$ cat config.mk
export PLATFORM = sky130hd
export DESIGN_NAME = uart_tx_arbiter_flat
export DESIGN_NICKNAME = d
export VERILOG_FILES = /design/src/rtl/uart_tx_arbiter_pkg.sv /design/src/rtl/uart_tx_arbiter_if.sv /design/src/rtl/uart_tx_arbiter_picker.sv /design/src/rtl/uart_tx_arbiter.sv /design/src/flat_wrapper.sv
export SDC_FILE = /design/constraint.sdc
export NUM_CORES = 1
export LEC_CHECK = 0
export CAP_MARGIN = 30
export CORE_MARGIN = 5
export CORE_UTILIZATION = 51
export CTS_CLUSTER_SIZE = 40
export DETAILED_ROUTE_END_ITERATION = 16
export PLACE_DENSITY = 0.88
export SLEW_MARGIN = 25
export SYNTH_ARGS = -nofsm -noshare
export SYNTH_HDL_FRONTEND = slang
export SYNTH_SLANG_ARGS = --single-unit
$ cat constraint.sdc
create_clock -name clk -period 3.9 [get_ports clk]
set_clock_uncertainty 0.2 [all_clocks]
set_input_delay 0.585 -clock clk [delete_from_list [all_inputs] [get_ports clk]]
set_output_delay 0.585 -clock clk [all_outputs]
set_load 0.005 [all_outputs]
$ cat src/rtl/uart_tx_arbiter_pkg.sv
// Shared definitions for the UART transmit arbiter: FSM state encoding,
// the default requester count and a small wrap-around increment helper.
package uart_tx_arbiter_pkg;

  localparam int unsigned DEFAULT_NUM_REQ = 4;

  typedef enum logic [2:0] {
    ST_IDLE,
    ST_SEND,
    ST_GUARD,
    ST_WAIT,
    ST_RELEASE
  } arb_state_t;

  // (idx + 1) mod n without a divider
  function automatic int unsigned wrap_inc(input int unsigned idx, input int unsigned n);
    return (idx + 1 >= n) ? 0 : idx + 1;
  endfunction

endpackage

$ cat src/rtl/uart_tx_arbiter_if.sv
// Bundle between the requester FIFOs, the arbiter and the UART transmitter.
//   req_valid/req_last/req_data : per-requester byte stream (byte i at [8i+7:8i])
//   req_ready                   : one-cycle accept pulse to the granted requester
//   tx_data/tx_start/tx_busy    : byte-serial transmitter handshake
//   grant/active                : current owner (one-hot) and grant-held flag
// master = arbiter side, slave = requesters + transmitter side.
interface uart_tx_arbiter_if
  import uart_tx_arbiter_pkg::*;
#(
  parameter int unsigned NUM_REQ = DEFAULT_NUM_REQ
);
  logic [NUM_REQ-1:0]   req_valid;
  logic [NUM_REQ-1:0]   req_last;
  logic [NUM_REQ*8-1:0] req_data;
  logic [NUM_REQ-1:0]   req_ready;
  logic [7:0]           tx_data;
  logic                 tx_start;
  logic                 tx_busy;
  logic [NUM_REQ-1:0]   grant;
  logic                 active;

  modport master (
    input  req_valid, req_last, req_data, tx_busy,
    output req_ready, tx_data, tx_start, grant, active
  );

  modport slave (
    output req_valid, req_last, req_data, tx_busy,
    input  req_ready, tx_data, tx_start, grant, active
  );
endinterface

$ cat src/rtl/uart_tx_arbiter_picker.sv
// rr_priority_picker: combinational round-robin selector.
//   req   : request vector
//   ptr   : highest-priority index this round
//   win   : one-hot winner (first set bit at or after ptr, wrapping)
//   valid : at least one request set
module rr_priority_picker #(
  parameter int unsigned N     = 4,
  parameter int unsigned PTR_W = $clog2(N)
) (
  input  logic [N-1:0]     req,
  input  logic [PTR_W-1:0] ptr,
  output logic [N-1:0]     win,
  output logic             valid
);
  logic [PTR_W-1:0] idx;

  always_comb begin
    win   = '0;
    valid = 1'b0;
    idx   = '0;
    for (int unsigned k = 0; k < N; k++) begin
      idx = PTR_W'((32'(ptr) + k) % N);
      if (!valid && req[idx]) begin
        win[idx] = 1'b1;
        valid    = 1'b1;
      end
    end
  end
endmodule

$ cat src/rtl/uart_tx_arbiter.sv
// uart_tx_arbiter: shares one UART transmitter among NUM_REQ byte streams,
// round-robin at message granularity. A grant ends on req_last, after
// MAX_BURST bytes, or after IDLE_TIMEOUT cycles with req_valid low.
//   clk, reset : clock, synchronous active-high reset
//   bus        : uart_tx_arbiter_if master modport (requesters + transmitter)
module uart_tx_arbiter
  import uart_tx_arbiter_pkg::*;
#(
  parameter int unsigned NUM_REQ      = DEFAULT_NUM_REQ,
  parameter int unsigned MAX_BURST    = 64,
  parameter int unsigned IDLE_TIMEOUT = 4096
) (
  input  logic               clk,
  input  logic               reset,
  uart_tx_arbiter_if.master  bus
);
  localparam int unsigned PTR_W = $clog2(NUM_REQ);

  arb_state_t         state;
  logic [PTR_W-1:0]   ptr;
  logic [PTR_W-1:0]   owner;
  logic [PTR_W-1:0]   win_idx;
  logic [NUM_REQ-1:0] win;
  logic               win_valid;
  logic [7:0]         burst_cnt;
  logic [15:0]        idle_cnt;
  logic               done;

  logic [NUM_REQ-1:0] req_ready_q;
  logic [NUM_REQ-1:0] grant_q;
  logic [7:0]         tx_data_q;
  logic               tx_start_q;
  logic               active_q;

  assign bus.req_ready = req_ready_q;
  assign bus.grant     = grant_q;
  assign bus.tx_data   = tx_data_q;
  assign bus.tx_start  = tx_start_q;
  assign bus.active    = active_q;

  rr_priority_picker #(
    .N     (NUM_REQ),
    .PTR_W (PTR_W)
  ) u_picker (
    .req   (bus.req_valid),
    .ptr   (ptr),
    .win   (win),
    .valid (win_valid)
  );

  always_comb begin
    win_idx = '0;
    for (int unsigned k = 0; k < NUM_REQ; k++) begin
      if (win[k]) win_idx = PTR_W'(k);
    end
  end

  always_ff @(posedge clk) begin
    if (reset) begin
      state       <= ST_IDLE;
      ptr         <= '0;
      owner       <= '0;
      burst_cnt   <= '0;
      idle_cnt    <= '0;
      done        <= 1'b0;
      req_ready_q <= '0;
      grant_q     <= '0;
      tx_data_q   <= '0;
      tx_start_q  <= 1'b0;
      active_q    <= 1'b0;
    end else begin
      tx_start_q  <= 1'b0;
      req_ready_q <= '0;
      case (state)
        ST_IDLE: begin
          if (win_valid) begin
            grant_q   <= win;
            owner     <= win_idx;
            active_q  <= 1'b1;
            burst_cnt <= '0;
            idle_cnt  <= '0;
            done      <= 1'b0;
            state     <= ST_SEND;
          end
        end
        ST_SEND: begin
          if (bus.req_valid[owner]) begin
            // tx_busy gate also covers a transmitter still busy across a reset
            if (!bus.tx_busy) begin
              tx_start_q  <= 1'b1;
              req_ready_q <= grant_q;
              tx_data_q   <= bus.req_data[{owner, 3'b000} +: 8];
              burst_cnt   <= burst_cnt + 8'd1;
              done        <= bus.req_last[owner];
              idle_cnt    <= '0;
              state       <= ST_GUARD;
            end
          end else begin
            idle_cnt <= idle_cnt + 16'd1;
            if (idle_cnt == 16'(IDLE_TIMEOUT - 1)) state <= ST_RELEASE;
          end
        end
        // one dead cycle so WAIT never samples tx_busy before it rises
        ST_GUARD: state <= ST_WAIT;
        ST_WAIT: begin
          if (!bus.tx_busy) begin
            if (done || burst_cnt == 8'(MAX_BURST)) state <= ST_RELEASE;
            else                                     state <= ST_SEND;
          end
        end
        ST_RELEASE: begin
          ptr      <= PTR_W'(wrap_inc(32'(owner), NUM_REQ));
          grant_q  <= '0;
          active_q <= 1'b0;
          state    <= ST_IDLE;
        end
        default: state <= ST_IDLE;
      endcase
    end
  end
endmodule
$ cat src/flat_wrapper.sv
// flat-port wrapper written by rule: the top's interface ports become plain ports
module uart_tx_arbiter_flat import uart_tx_arbiter_pkg::*;
#(
  parameter int unsigned NUM_REQ      = DEFAULT_NUM_REQ,
  parameter int unsigned MAX_BURST    = 64,
  parameter int unsigned IDLE_TIMEOUT = 4096
)
  (clk, reset, bus_req_valid, bus_req_last, bus_req_data, bus_tx_busy, bus_req_ready, bus_tx_data, bus_tx_start, bus_grant, bus_active);
  uart_tx_arbiter_if #(.NUM_REQ(NUM_REQ)) bus_i ();
  input  logic clk;
  input  logic reset;
  input wire logic [$bits(bus_i.req_valid)-1:0] bus_req_valid;
  input wire logic [$bits(bus_i.req_last)-1:0] bus_req_last;
  input wire logic [$bits(bus_i.req_data)-1:0] bus_req_data;
  input wire logic [$bits(bus_i.tx_busy)-1:0] bus_tx_busy;
  output wire logic [$bits(bus_i.req_ready)-1:0] bus_req_ready;
  output wire logic [$bits(bus_i.tx_data)-1:0] bus_tx_data;
  output wire logic [$bits(bus_i.tx_start)-1:0] bus_tx_start;
  output wire logic [$bits(bus_i.grant)-1:0] bus_grant;
  output wire logic [$bits(bus_i.active)-1:0] bus_active;
  assign bus_i.req_valid = bus_req_valid;
  assign bus_i.req_last = bus_req_last;
  assign bus_i.req_data = bus_req_data;
  assign bus_i.tx_busy = bus_tx_busy;
  assign bus_req_ready = bus_i.req_ready;
  assign bus_tx_data = bus_i.tx_data;
  assign bus_tx_start = bus_i.tx_start;
  assign bus_grant = bus_i.grant;
  assign bus_active = bus_i.active;
  uart_tx_arbiter #(.NUM_REQ(NUM_REQ), .MAX_BURST(MAX_BURST), .IDLE_TIMEOUT(IDLE_TIMEOUT)) u_core (.clk(clk), .reset(reset), .bus(bus_i));
endmodule
== Yosys cells after proc, flatten, opt, wreduce, memory -nomap -nowiden ==
Cells that the tools add are included.
Operators by class
  reduce and logical (&&, ||, !) cells: 22
  bitwise logic cells: 6
  order comparisons: 10
  multiplexer cells: 56
  equality and inequality tests: 12
  add/sub/neg operators: 6
  shifts and indexed selects: 1
Operators with widths (number)
  16-bit 2-to-1 mux: 3
  16-bit one-hot mux with 2 select lines: 1
  32-bit by 6-bit indexed part select with 8-bit output: 1
  8-bit 2-to-1 mux: 3
  1-bit 2-to-1 mux: 20
  4-bit 2-to-1 mux: 5
  3-bit 2-to-1 mux: 6
  16-bit by 1-bit adder with 16-bit output, second input constant: 1
  16-bit by 12-bit == test with 1-bit output, second input constant: 1
  8-bit one-hot mux with 2 select lines: 1
  2-bit by 3-bit < comparator with 1-bit output, second input constant: 5
  1-bit binary-select mux with 2-bit select: 6
  4-bit OR: 3
  3-bit one-hot mux with 4 select lines: 1
  8-bit by 1-bit adder with 8-bit output, second input constant: 1
  1-bit demux with 2-bit select: 4
  8-bit by 7-bit == test with 1-bit output, second input constant: 1
  2-bit by 1-bit >= comparator with 1-bit output, second input constant: 4
  4-bit one-hot mux with 2 select lines: 1
  4-bit AND reduction: 2
  1-bit logical AND: 7
  3-bit by 2-bit == test with 1-bit output, second input constant: 2
  2-bit 2-to-1 mux: 3
  2-bit inequality test, second input constant: 3
  19 further kinds: 28
Storage, ports and cells
  output and inout port bits: 18
  register bits: 50
  logic and storage cells: 124
  input bits: 43

== Logic depth before layout (Yosys ltp) ==
Gate-level depths: netlist of the first run.
  depth in word-level cells: 15
  gate-level depth with buffers: 9
  depth with buffers taken out: 8

== Cells and area by module ==
Synthesis of the first run repeated with hierarchy kept, for this count alone.
Unflattened totals
  cell total of the unflattened synthesis: 342
  area total of the unflattened synthesis: 3093.0 µm²
Modules (own cells, without submodules)
  uart_tx_arbiter: cells each 280, seq. area each 1001.0 µm², area each 2598.7 µm², instances 1
  rr_priority_picker: cells each 62, seq. area each 0.0 µm², area each 494.2 µm², instances 1

== Worst setup path after synthesis of the first run ==
OpenSTA, ideal clock, no wires.
  kind: flip-flop to flip-flop
  start point: register u_core.ptr[1]
  end point: register u_core.owner[0]
  path buffers: 1
  data required time: 3.609 ns
  stages on the path, launching flop included: 10
  data arrival time: 2.475 ns
  slack: 1.134 ns
  setup time: 0.091 ns
  clock period less this slack: 2.766 ns
  cell sequence: dfxtp_1 > clkbuf_1 > inv_1 > ha_1 > mux4_1 > nand2b_1 > o21ai_0 > a211oi_1 > nand2_1 > a311oi_1
Between the ends
  word-level cells in the longest chain between the ends: 15
  elaborated cells between the ends (all ways): 52
  classes of those cells: 3 x add/sub; 8 x order compare; 27 x mux; 3 x bitwise; 11 x reduce/logical
RTL lines
  start, declared: line uart_tx_arbiter.sv:20  | logic [PTR_W-1:0] ptr;
  start signal, assigned: line uart_tx_arbiter.sv:112  | ptr <= PTR_W'(wrap_inc(32'(owner), NUM_REQ));
  branches (longest 15 deep; another with 2-bit by 3-bit < comparator with 1-bit output)
  end signal, assigned: line uart_tx_arbiter.sv:78  | owner <= win_idx;
  end, declared: line uart_tx_arbiter.sv:21  | logic [PTR_W-1:0] owner;
Several ways; the timed one is not identified. The select of a mux whose other input is x is not followed.
A chain may end at the register's enable or synchronous reset.

== Final worst setup path of the first run ==
Same ends and word-level chain as after synthesis.

==> flow_metrics.env, run 1 <==
export IMPL_hp_start="u_core.bus.tx_data[7]$_SDFFE_PP0P_"
export IMPL_async_flop_share_pct=0
export IMPL_cp_max_fo=12
export IMPL_synth_enable_flop_cells=0
export IMPL_power_leakage_uw=0.00121
export IMPL_power_density_nw_per_um2=313
export IMPL_yosysMostFrequentCell="dfxtp_1"
export IMPL_synth_main_ff_cell="dfxtp_1"
export IMPL_seq_area_um2=1000
export IMPL_overflow=0
export IMPL_clk_latency_ns=0.31
export IMPL_slew_headroom_pct=44.3
export IMPL_drt_drc_violations_left=0
export IMPL_io_buffers=60
export IMPL_postCtsSetupRepairBufs=0
export IMPL_syn_to_final_growth_pct=27.9
export IMPL_cts_root_buffer="clkbuf_8"
export IMPL_dp_hpwl_um=4890
export IMPL_dieArea_um2=6940
export IMPL_reg2reg_setup_slack_ns=0.68
export IMPL_dp_slack_ns=0.612
export IMPL_arrival_ns=3.23
export IMPL_hold_buffers=0
export IMPL_rsz0062_at_grt="false"
export IMPL_grtUsageTotal_pct=19.6
export IMPL_synth_seq_area_share_pct=36.5
export IMPL_wl_per_cell_um=14.8
export IMPL_gp_congestion=0.926
export IMPL_whs_path_depth=2
export IMPL_finalMaxSlewViolations=0
export IMPL_crit_path_end_kind="flip-flop"
export IMPL_netlist_top_cells_count="50 x dfxtp_1, 40 x nor2_1, 35 x nand2_1"
export IMPL_cts_resized=0
export IMPL_worst_pin_slew_ns=0.829
export IMPL_drt_iter0_markers=122
export IMPL_setup_violations=0
export IMPL_hold_viol=0
export IMPL_max_cap_violations=0
export IMPL_syn_cell_area_um2=2740
export IMPL_nFillCells=405
export IMPL_required_ns=3.92
export IMPL_rr_endpoint="u_core.owner[0]$_SDFFE_PP0P_"
export IMPL_via_per_inst=5.71
export IMPL_htree_levels=2
export IMPL_ys_ff_latch=50
export IMPL_drt_total_wl_um=6430
export IMPL_cp_start_kind="flip-flop"
export IMPL_hp_class="reg2reg"
export IMPL_ir_drop_v=0.000168
export IMPL_die_h_um=83.3
export IMPL_first_global_vias=2505
export IMPL_syn_area_per_cell_um2=8.92
export IMPL_nNetsFinal=417
export IMPL_grt_pass1_wl_um=11300
export IMPL_max_freq_mhz=311
export IMPL_min_to="u_core.bus.tx_data[7]$_SDFFE_PP0P_"
export IMPL_n_antenna_cell=0
export IMPL_final_util_pct=67.7
export IMPL_cts_tree="done"
export IMPL_grt_max_degree=26
export IMPL_cts_sinks=50
export IMPL_antenna_found_initial=0
export IMPL_synth_top_area_share_pct=36.5
export IMPL_yosysUniqueCellTypes=48
export IMPL_r2r_start="u_core.ptr[1]$_SDFFE_PP0P_"
export IMPL_multiInputGateArea_um2=1640
export IMPL_r2r_cells=8
export IMPL_yosys_top_cells_area="dfxtp_1 37%, mux4_2 8.2%, nor2_1 5.5%"
export IMPL_yosys_warnings=0
export IMPL_crit_type="reg2reg"
export IMPL_fp_dieW_um=83.3
export IMPL_status="completed"
export IMPL_fin_setup_tns_ns=0
export IMPL_yosysTopAreaCell="dfxtp_1"
export IMPL_setup_slack_ns=0.685
export IMPL_path_clk_slew_ns=0.08
export IMPL_min_period_ns=3.22
export IMPL_pin_count=61
export IMPL_drtAntennaViolNets=0
export IMPL_syn_nets=360
export IMPL_coreArea_um2=5170
export IMPL_drt_first_pass_iters=4
export IMPL_row_count=26
export IMPL_drive_above_1_share_pct=8.22
export IMPL_num_vias=2484
export IMPL_clk_path_buf_depth=2
export IMPL_start_util_pct=53.0
export IMPL_period_share_pct=82.4
export IMPL_cts_buffers_inserted=5
export IMPL_syn_inst=307
## worst max-delay path by stage
stage,from,endpoint,slack (ns),cells past startpoint
finish,u_core.ptr[1]$_SDFFE_PP0P_,u_core.owner[0]$_SDFFE_PP0P_,0.68,8
global route,u_core.ptr[0]$_SDFFE_PP0P_,u_core.owner[0]$_SDFFE_PP0P_,0.44,8
CTS,u_core.ptr[0]$_SDFFE_PP0P_,u_core.owner[0]$_SDFFE_PP0P_,0.71,8
detailed placement,bus_req_valid[0],u_core.burst_cnt[1]$_SDFFE_PP0P_,0.61,6
global placement,bus_req_valid[0],u_core.burst_cnt[1]$_SDFFE_PP0P_,0.78,6
floorplan,u_core.ptr[1]$_SDFFE_PP0P_,u_core.owner[0]$_SDFFE_PP0P_,1.13,9
## power by group
| part | switching [uW] | internal (uW) | total, uW |
|---|---|---|---|
| Clock | 164 | 192 | 356 |
| Combinational | 86.0 | 110 | 196 |
| Sequential | 17.1 | 526 | 543 |
## area by class of cell
| type | count | area share (%) |
|---|---|---|
| timing repair buffer | 63 | 17.8 |
| multi-input combinational | 232 | 46.8 |
| clock inverter | 1 | 0.857 |
| tap | 70 | 2.50 |
| inverter | 12 | 1.29 |
| clock buffer | 7 | 2.18 |
| sequential | 50 | 28.6 |
## per-stage QoR
stage                     power (uW)  area (um2)  instances  hold slack [ns]
after global routing            1150        3500        435            0.283
final                           1090        3500        435            0.258
after CTS                       1100        3500        435            0.259
after global placement           744        3400        427            0.241
after floorplan                  663        2740        307            0.250
after detailed placement         751        3400        427            0.248
## flip-flops by register name, indices dropped and copies added, names as in the netlist
name and flops:
u_core.bus.tx_start 1, u_core.burst_cnt 8, u_core.bus.active 1, u_core.done 1, u_core.bus.grant 4, u_core.owner 2, u_core.bus.tx_data 8, u_core.idle_cnt 16
u_core.ptr 2, u_core.state 3, u_core.bus.req_ready 4
## worst max-delay path, cell delays in order (launching register included)
cell and delay [ns]:
dfxtp_1 0.60, inv_1 0.19, ha_1 0.40, mux4_1 0.69, nand2b_1 0.16, o21ai_0 0.09
a211oi_1 0.40, nand2_1 0.10, a311oi_1 0.29
## layout by cell type, fill, tap and decap left out, drive strengths merged, types with 3 or more instances in the layout
master and count:
nor3 11, clkbuf 7, mux4 12, inv 12, buf 3, nand3b 4
dfxtp 50, a311oi 4, ha 10, nand2 35, a21oi 23, nor4 3
and3 3, nor2 40, xor2 10, o21ai 5, nand2b 6, clkdlybuf4s50 60
xnor2 7, nand3 10, o21a 3, a2111oi 4, nand4 5, and2 6
a211oi 3
## logic make-up (layout without fill, tap and decap cells)
group	Yosys count	after routing	synth area share (%)
flops	50	50	36.5
simple gates	133	133	24.6
mux	15	15	11.3
compound gates	57	57	13.9
fa+ha+maj	10	10	4.57
buf+inv	25	83	3.61
xor+xnor	17	17	5.44
## metal layers
metal	global-route usage, %	up-vias	share of wire, %
met5	0	-	0
met4	7.73	0	1.8
met3	5.54	9	9.3
met2	33.2	97	47
met1	23.5	1158	41
li1	-	1220	-
(Power assumes the default switching activity.)
==> run 2: changes to the inputs <==
- clock period: 3.9 -> 3.35 ns (I/O delays scaled with it)
==> run 2 against run 1 <==
Core utilization grew 0.87 points; sequential share of layout area shrank 0.36 points; combinational power is 23% higher; wire length is 1.2% lower; first-iteration DRC count is 19% higher; count of clock-buffer cells in the layout stayed put; via count rose by 1.8%; register-to-register slack lost 0.12 ns; hold slack better by 0.0060 ns; sequential power grew 15%.
==> flow_metrics.env, run 2 (synthesis gave the netlist of run 1 again) <==
export IMPL_status="completed"
export IMPL_largest_reg_flops=16
export IMPL_n_antenna_cell=0
export IMPL_row_count=26
export IMPL_cpLargestDelayFamily="compound AO/OA/AOI/OAI gates"
export IMPL_layout_common_cells="60 x clkdlybuf4s50_1, 50 x dfxtp_1, 40 x nor2_1, 35 x nand2_1, 23 x a21oi_1"
export IMPL_grt_max_degree=26
export IMPL_syn_to_final_growth_pct=29.5
export IMPL_cts_root_buffer="clkbuf_8"
export IMPL_wl_per_cell_um=14.4
export IMPL_clk_latency_ns=0.30
export IMPL_crit_path_end_kind="flip-flop"
export IMPL_via_per_inst=5.73
export IMPL_power_uw=1280
export IMPL_drive_above_1_share_pct=9.70
export IMPL_hp_class="reg2reg"
export IMPL_gp_congestion=0.839
export IMPL_required_ns=3.36
export IMPL_cts_resized=0
export IMPL_pin_count=61
export IMPL_crit_type="reg2reg"
export IMPL_overflow=0
export IMPL_fp_dieW_um=83.3
export IMPL_layout_cells_most_common="clkdlybuf4s50_1"
export IMPL_antenna_found_initial=0
export IMPL_cp_max_fo=7
export IMPL_path_buf_inv=1
export IMPL_setup_slack_ns=0.569
export IMPL_crit_chain="inv_1 -> ha_1 -> mux4_1 -> a2111oi_0 -> a211o_2 -> nand2_1 -> a311oi_1"
export IMPL_htree_levels=2
export IMPL_die_h_um=83.3
export IMPL_crit_slowest_cell="mux4_1"
export IMPL_path_clk_slew_ns=0.09
export IMPL_max_cap_violations=0
export IMPL_nNetsFinal=423
export IMPL_first_global_vias=2425
export IMPL_dp_hpwl_um=4930
export IMPL_power_leakage_uw=0.00124
export IMPL_max_freq_mhz=360
export IMPL_min_period_ns=2.78
export IMPL_period_share_pct=83.0
export IMPL_placed_cell_area_um2=3440
export IMPL_drt_total_wl_um=6350
export IMPL_dieArea_um2=6940
export IMPL_dp_slack_ns=0.338
export IMPL_cts_sinks=50
export IMPL_cp_start_kind="flip-flop"
export IMPL_worst_pin_slew_ns=0.875
export IMPL_num_vias=2529
export IMPL_regMostFlops="u_core.idle_cnt"
export IMPL_nFillCells=394
export IMPL_grt_pass1_wl_um=10800
export IMPL_coreArea_um2=5170
export IMPL_setup_violations=0
export IMPL_clk_path_buf_depth=2
export IMPL_postCtsSetupRepairBufs=0
export IMPL_hold_buffers=0
export IMPL_max_stage_delay_ns=0.69
export IMPL_ir_drop_v=0.000214
export IMPL_start_util_pct=53.0
export IMPL_arrival_ns=2.80
export IMPL_power_density_nw_per_um2=361
export IMPL_drt_first_pass_iters=4
export IMPL_cts_buffers_inserted=5
export IMPL_drt_iter0_markers=145
export IMPL_io_buffers=60
export IMPL_finalMaxSlewViolations=0
export IMPL_grtUsageTotal_pct=18.8
export IMPL_slew_headroom_pct=41.2
export IMPL_hold_ws_ns=0.264
export IMPL_fin_area_um2=3550
export IMPL_drtAntennaViolNets=0
export IMPL_hold_viol=0
export IMPL_fin_setup_tns_ns=0
export IMPL_drt_drc_violations_left=0
export IMPL_rsz0062_at_grt="false"
export IMPL_cts_tree="done"
## run 2: cell count changes in the layout (fill, tap and decap cells not counted), sizes merged
cell	delta
buf	+6
## run 2: worst paths after layout
check                                                         from                                  to  slack, ns  cells past startpoint
worst min-delay path            u_core.bus.tx_data[1]$_SDFFE_PP0P_  u_core.bus.tx_data[1]$_SDFFE_PP0P_       0.26                      2
worst max-delay path                    u_core.ptr[0]$_SDFFE_PP0P_        u_core.owner[0]$_SDFFE_PP0P_       0.57                      7
worst max register to register          u_core.ptr[0]$_SDFFE_PP0P_        u_core.owner[0]$_SDFFE_PP0P_       0.57                      7
worst min register to register  u_core.bus.tx_data[1]$_SDFFE_PP0P_  u_core.bus.tx_data[1]$_SDFFE_PP0P_       0.26                      2
## run 2: per-layer routing
| layer | track usage, % | wire length, um | part of all wire, % | up-vias |
|---|---|---|---|---|
| met2 | 32.4 | 3110 | 49 | 130 |
| met1 | 21.9 | 2530 | 40 | 1157 |
| met3 | 6.53 | 623 | 9.8 | 10 |
| met4 | 5.20 | 89 | 1.4 | 0 |
| li1 | - | - | - | 1232 |
| met5 | 0 | 0 | 0 | - |
## run 2: stage by stage
| stage | instances | util, % |
|---|---|---|
| 3_3_place_gp | 433 | 66.5 |
| 3_5_place_dp | 433 | 66.5 |
| 6_report | 441 | 68.6 |
| 5_1_grt | 441 | 68.6 |
| 2_1_floorplan | 307 | - |
| 4_1_cts | 441 | 68.6 |
## run 2: worst min-delay path: stages (launching register included)
cell,delay [ns]
dfxtp_1,0.32
nand2_1,0.05
a21oi_1,0.05
## run 2: report_power, final
group          switching (uW)  internal, uW  leakage [uW]
clock network             189           223     0.0000524
registers                14.3           612      0.000405
logic                     108           134      0.000783
## run 2: cell type report
cell class                 instances  area [um2]  area share (%)
sequential                        50        1000            28.2
clock buffer                       7        76.3            2.15
inverter                          12        45.0            1.27
multi-input combinational        232        1640            46.2
clock inverter                     1        30.0           0.847
tap                               70        87.6            2.47
timing repair buffer              69         668            18.8
==> run 3: changes to the inputs <==
- CORE_UTILIZATION: 51 -> 46
- PLACE_DENSITY: 0.88 -> 0.84
- clock period: 3.35 -> 2.4 ns (I/O delays scaled with it)
==> run 3 against run 2 <==
The run now ends with setup timing left; maximum frequency increased by 13%; power is 48% higher; via count grew 3.6%; die area rose by 9.5%; global-route usage grew 2.0 points; register-to-register slack worse by 0.63 ns; cell count grew 7.3%; wire length rose by 23%; hold slack better by 0.0033 ns.
==> flow_metrics.env, run 3 (synthesis gave the netlist of run 1 again) <==
export IMPL_hold_viol=0
export IMPL_die_h_um=87.2
export IMPL_max_stage_delay_ns=0.61
export IMPL_finalMaxSlewViolations=0
export IMPL_pin_count=61
export IMPL_fin_area_um2=3880
export IMPL_clk_path_buf_depth=2
export IMPL_drtAntennaViolNets=0
export IMPL_crit_slowest_cell="mux4_2"
export IMPL_cts_tree="done"
export IMPL_drive_above_1_share_pct=21.6
export IMPL_required_ns=2.43
export IMPL_drt_total_wl_um=7790
export IMPL_arrival_ns=2.49
export IMPL_num_vias=2619
export IMPL_ir_drop_v=0.000425
export IMPL_wl_per_cell_um=16.5
export IMPL_io_buffers=60
export IMPL_grtUsageMet1_pct=24.5
export IMPL_r2r_cells=8
export IMPL_p_clk_share_pct=32.9
export IMPL_power_density_nw_per_um2=490
export IMPL_hp_class="reg2reg"
export IMPL_violations="setup timing"
export IMPL_p_sw_share_pct=26.3
export IMPL_setup_slack_ns=-0.0621
export IMPL_largest_reg_flops=16
export IMPL_clk_latency_ns=0.31
export IMPL_max_freq_mhz=406
export IMPL_worst_pin_slew_ns=0.489
export IMPL_n_antenna_cell=0
export IMPL_max_cap_violations=0
export IMPL_overflow=0
export IMPL_row_count=28
export IMPL_crit_path_end_kind="flip-flop"
export IMPL_regMostFlops="u_core.idle_cnt"
export IMPL_reg2reg_setup_slack_ns=-0.06
export IMPL_cp_max_fo=6
export IMPL_htree_levels=2
export IMPL_whs_path_depth=2
export IMPL_r2r_start="u_core.ptr[0]$_SDFFE_PP0P_"
export IMPL_crit_chain="inv_2 -> ha_4 -> mux4_2 -> buf_4 -> a2111oi_2 -> a211o_2 -> nand2_1 -> a311oi_1"
export IMPL_switchingPower_uw=500
export IMPL_grt_max_degree=18
export IMPL_nFillCells=442
export IMPL_drt_iter0_markers=149
export IMPL_grt_pass1_wl_um=12500
export IMPL_cts_buffers_inserted=5
export IMPL_power_uw=1900
export IMPL_crit_type="reg2reg"
export IMPL_start_util_pct=46.8
export IMPL_met2_usage_pct=37.2
export IMPL_rr_endpoint="u_core.owner[0]$_SDFFE_PP0P_"
export IMPL_period_share_pct=103
export IMPL_power_leakage_uw=0.00142
export IMPL_coreArea_um2=5850
export IMPL_p_seq_share_pct=46.1
export IMPL_cts_root_buffer="clkbuf_8"
export IMPL_antenna_found_initial=0
export IMPL_dieArea_um2=7600
export IMPL_min_to="u_core.bus.tx_data[2]$_SDFFE_PP0P_"
export IMPL_met3_usage_pct=3.69
export IMPL_hold_buffers=0
export IMPL_drt_first_pass_iters=4
export IMPL_placed_cell_area_um2=3660
export IMPL_busiest_layer="met2"
export IMPL_cp_start_kind="flip-flop"
export IMPL_rsz0062_at_grt="true"
export IMPL_final_util_pct=66.3
export IMPL_layout_cells_most_common="clkdlybuf4s50_1"
export IMPL_gp_congestion=0.915
export IMPL_first_global_vias=2669
export IMPL_grtUsageTotal_pct=20.7
export IMPL_min_period_ns=2.46
export IMPL_via_per_inst=5.54
export IMPL_share_comb_of_total_power_pct=21.0
export IMPL_seq_area_um2=1000
export IMPL_status="complete, but fails checks"
export IMPL_layout_common_cells="58 x clkdlybuf4s50_1, 48 x dfxtp_1, 39 x nor2_1, 36 x buf_4, 35 x nand2_1"
export IMPL_fp_dieW_um=87.2
export IMPL_fin_setup_tns_ns=-0.0621
export IMPL_hp_start="u_core.bus.tx_data[2]$_SDFFE_PP0P_"
export IMPL_syn_to_final_growth_pct=41.6
export IMPL_setup_violations=1
export IMPL_cts_sinks=50
export IMPL_path_clk_slew_ns=0.10
export IMPL_slew_headroom_pct=67.3
export IMPL_multiInputGateArea_um2=1740
export IMPL_intPower_uw=1400
export IMPL_dp_hpwl_um=5850
export IMPL_nNetsFinal=450
export IMPL_drt_drc_violations_left=0
[run 3: worst max path at each step]
stage / startpoint / to / slack, ns
final: u_core.ptr[0]$_SDFFE_PP0P_ / u_core.owner[0]$_SDFFE_PP0P_ / -0.06
after global routing: u_core.ptr[0]$_SDFFE_PP0P_ / u_core.owner[0]$_SDFFE_PP0P_ / -0.19
after CTS: u_core.ptr[0]$_SDFFE_PP0P_ / u_core.owner[0]$_SDFFE_PP0P_ / 0.004
after detailed placement: bus_req_valid[0] / u_core.idle_cnt[8]$_SDFFE_PP0P_ / -0.32
after global placement: bus_req_valid[0] / u_core.idle_cnt[8]$_SDFFE_PP0P_ / -0.24
after floorplan: u_core.ptr[0]$_SDFFE_PP0P_ / u_core.owner[0]$_SDFFE_PP0P_ / 0.004
[run 3: power by group through the flow]
stage               logic [uW]  clock network (uW)  registers, uW
floorplan                  187                   0            891
global placement           368                   0            894
detailed placement         379                   0            895
CTS                        383                 635            876
global route               430                 678            880
finish                     398                 626            876
[run 3: layer usage]
layer | vias up | wire [um] | part of all wire [%]
li1 | 1281 | - | -
met1 | 1260 | 3120 | 40
met4 | 0 | 227 | 2.9
met5 | - | 0 | 0
met2 | 58 | 4190 | 54
met3 | 20 | 256 | 3.3
[run 3: layout make-up]
| type | count | area share, % |
|---|---|---|
| multi-input cells | 232 | 44.9 |
| flip-flops and latches | 50 | 25.9 |
| repair buffers | 96 | 22.6 |
| well taps | 75 | 2.42 |
| clock buffers | 5 | 1.77 |
| clock inverters | 3 | 1.26 |
| inverters | 12 | 1.16 |
[run 3: what timing repair did]
item | 4_1_cts | 5_1_grt
gates cloned | 0 | 0
setup buffers | 0 | 3
gates resized for setup | 2 | 17
pin swaps | 0 | 6
setup endpoints to repair | 2 | 15
[run 3: critical path, delay by kind of cell (launching register included)]
family	cells	cell delay (ns)
compound gates	3	0.65
mux	1	0.61
flops	1	0.35
fa+ha+maj	1	0.29
buf+inv	2	0.23
simple gates	1	0.05
[run 3: metrics by stage]
stage | hold slack (ns) | cells | setup WS (ns)
2_1_floorplan | 0.250 | 307 | 0.00408
3_3_place_gp | 0.242 | 462 | -0.244
3_5_place_dp | 0.249 | 462 | -0.317
4_1_cts | 0.270 | 470 | 0.00376
5_1_grt | 0.294 | 473 | -0.191
6_report | 0.267 | 473 | -0.0621
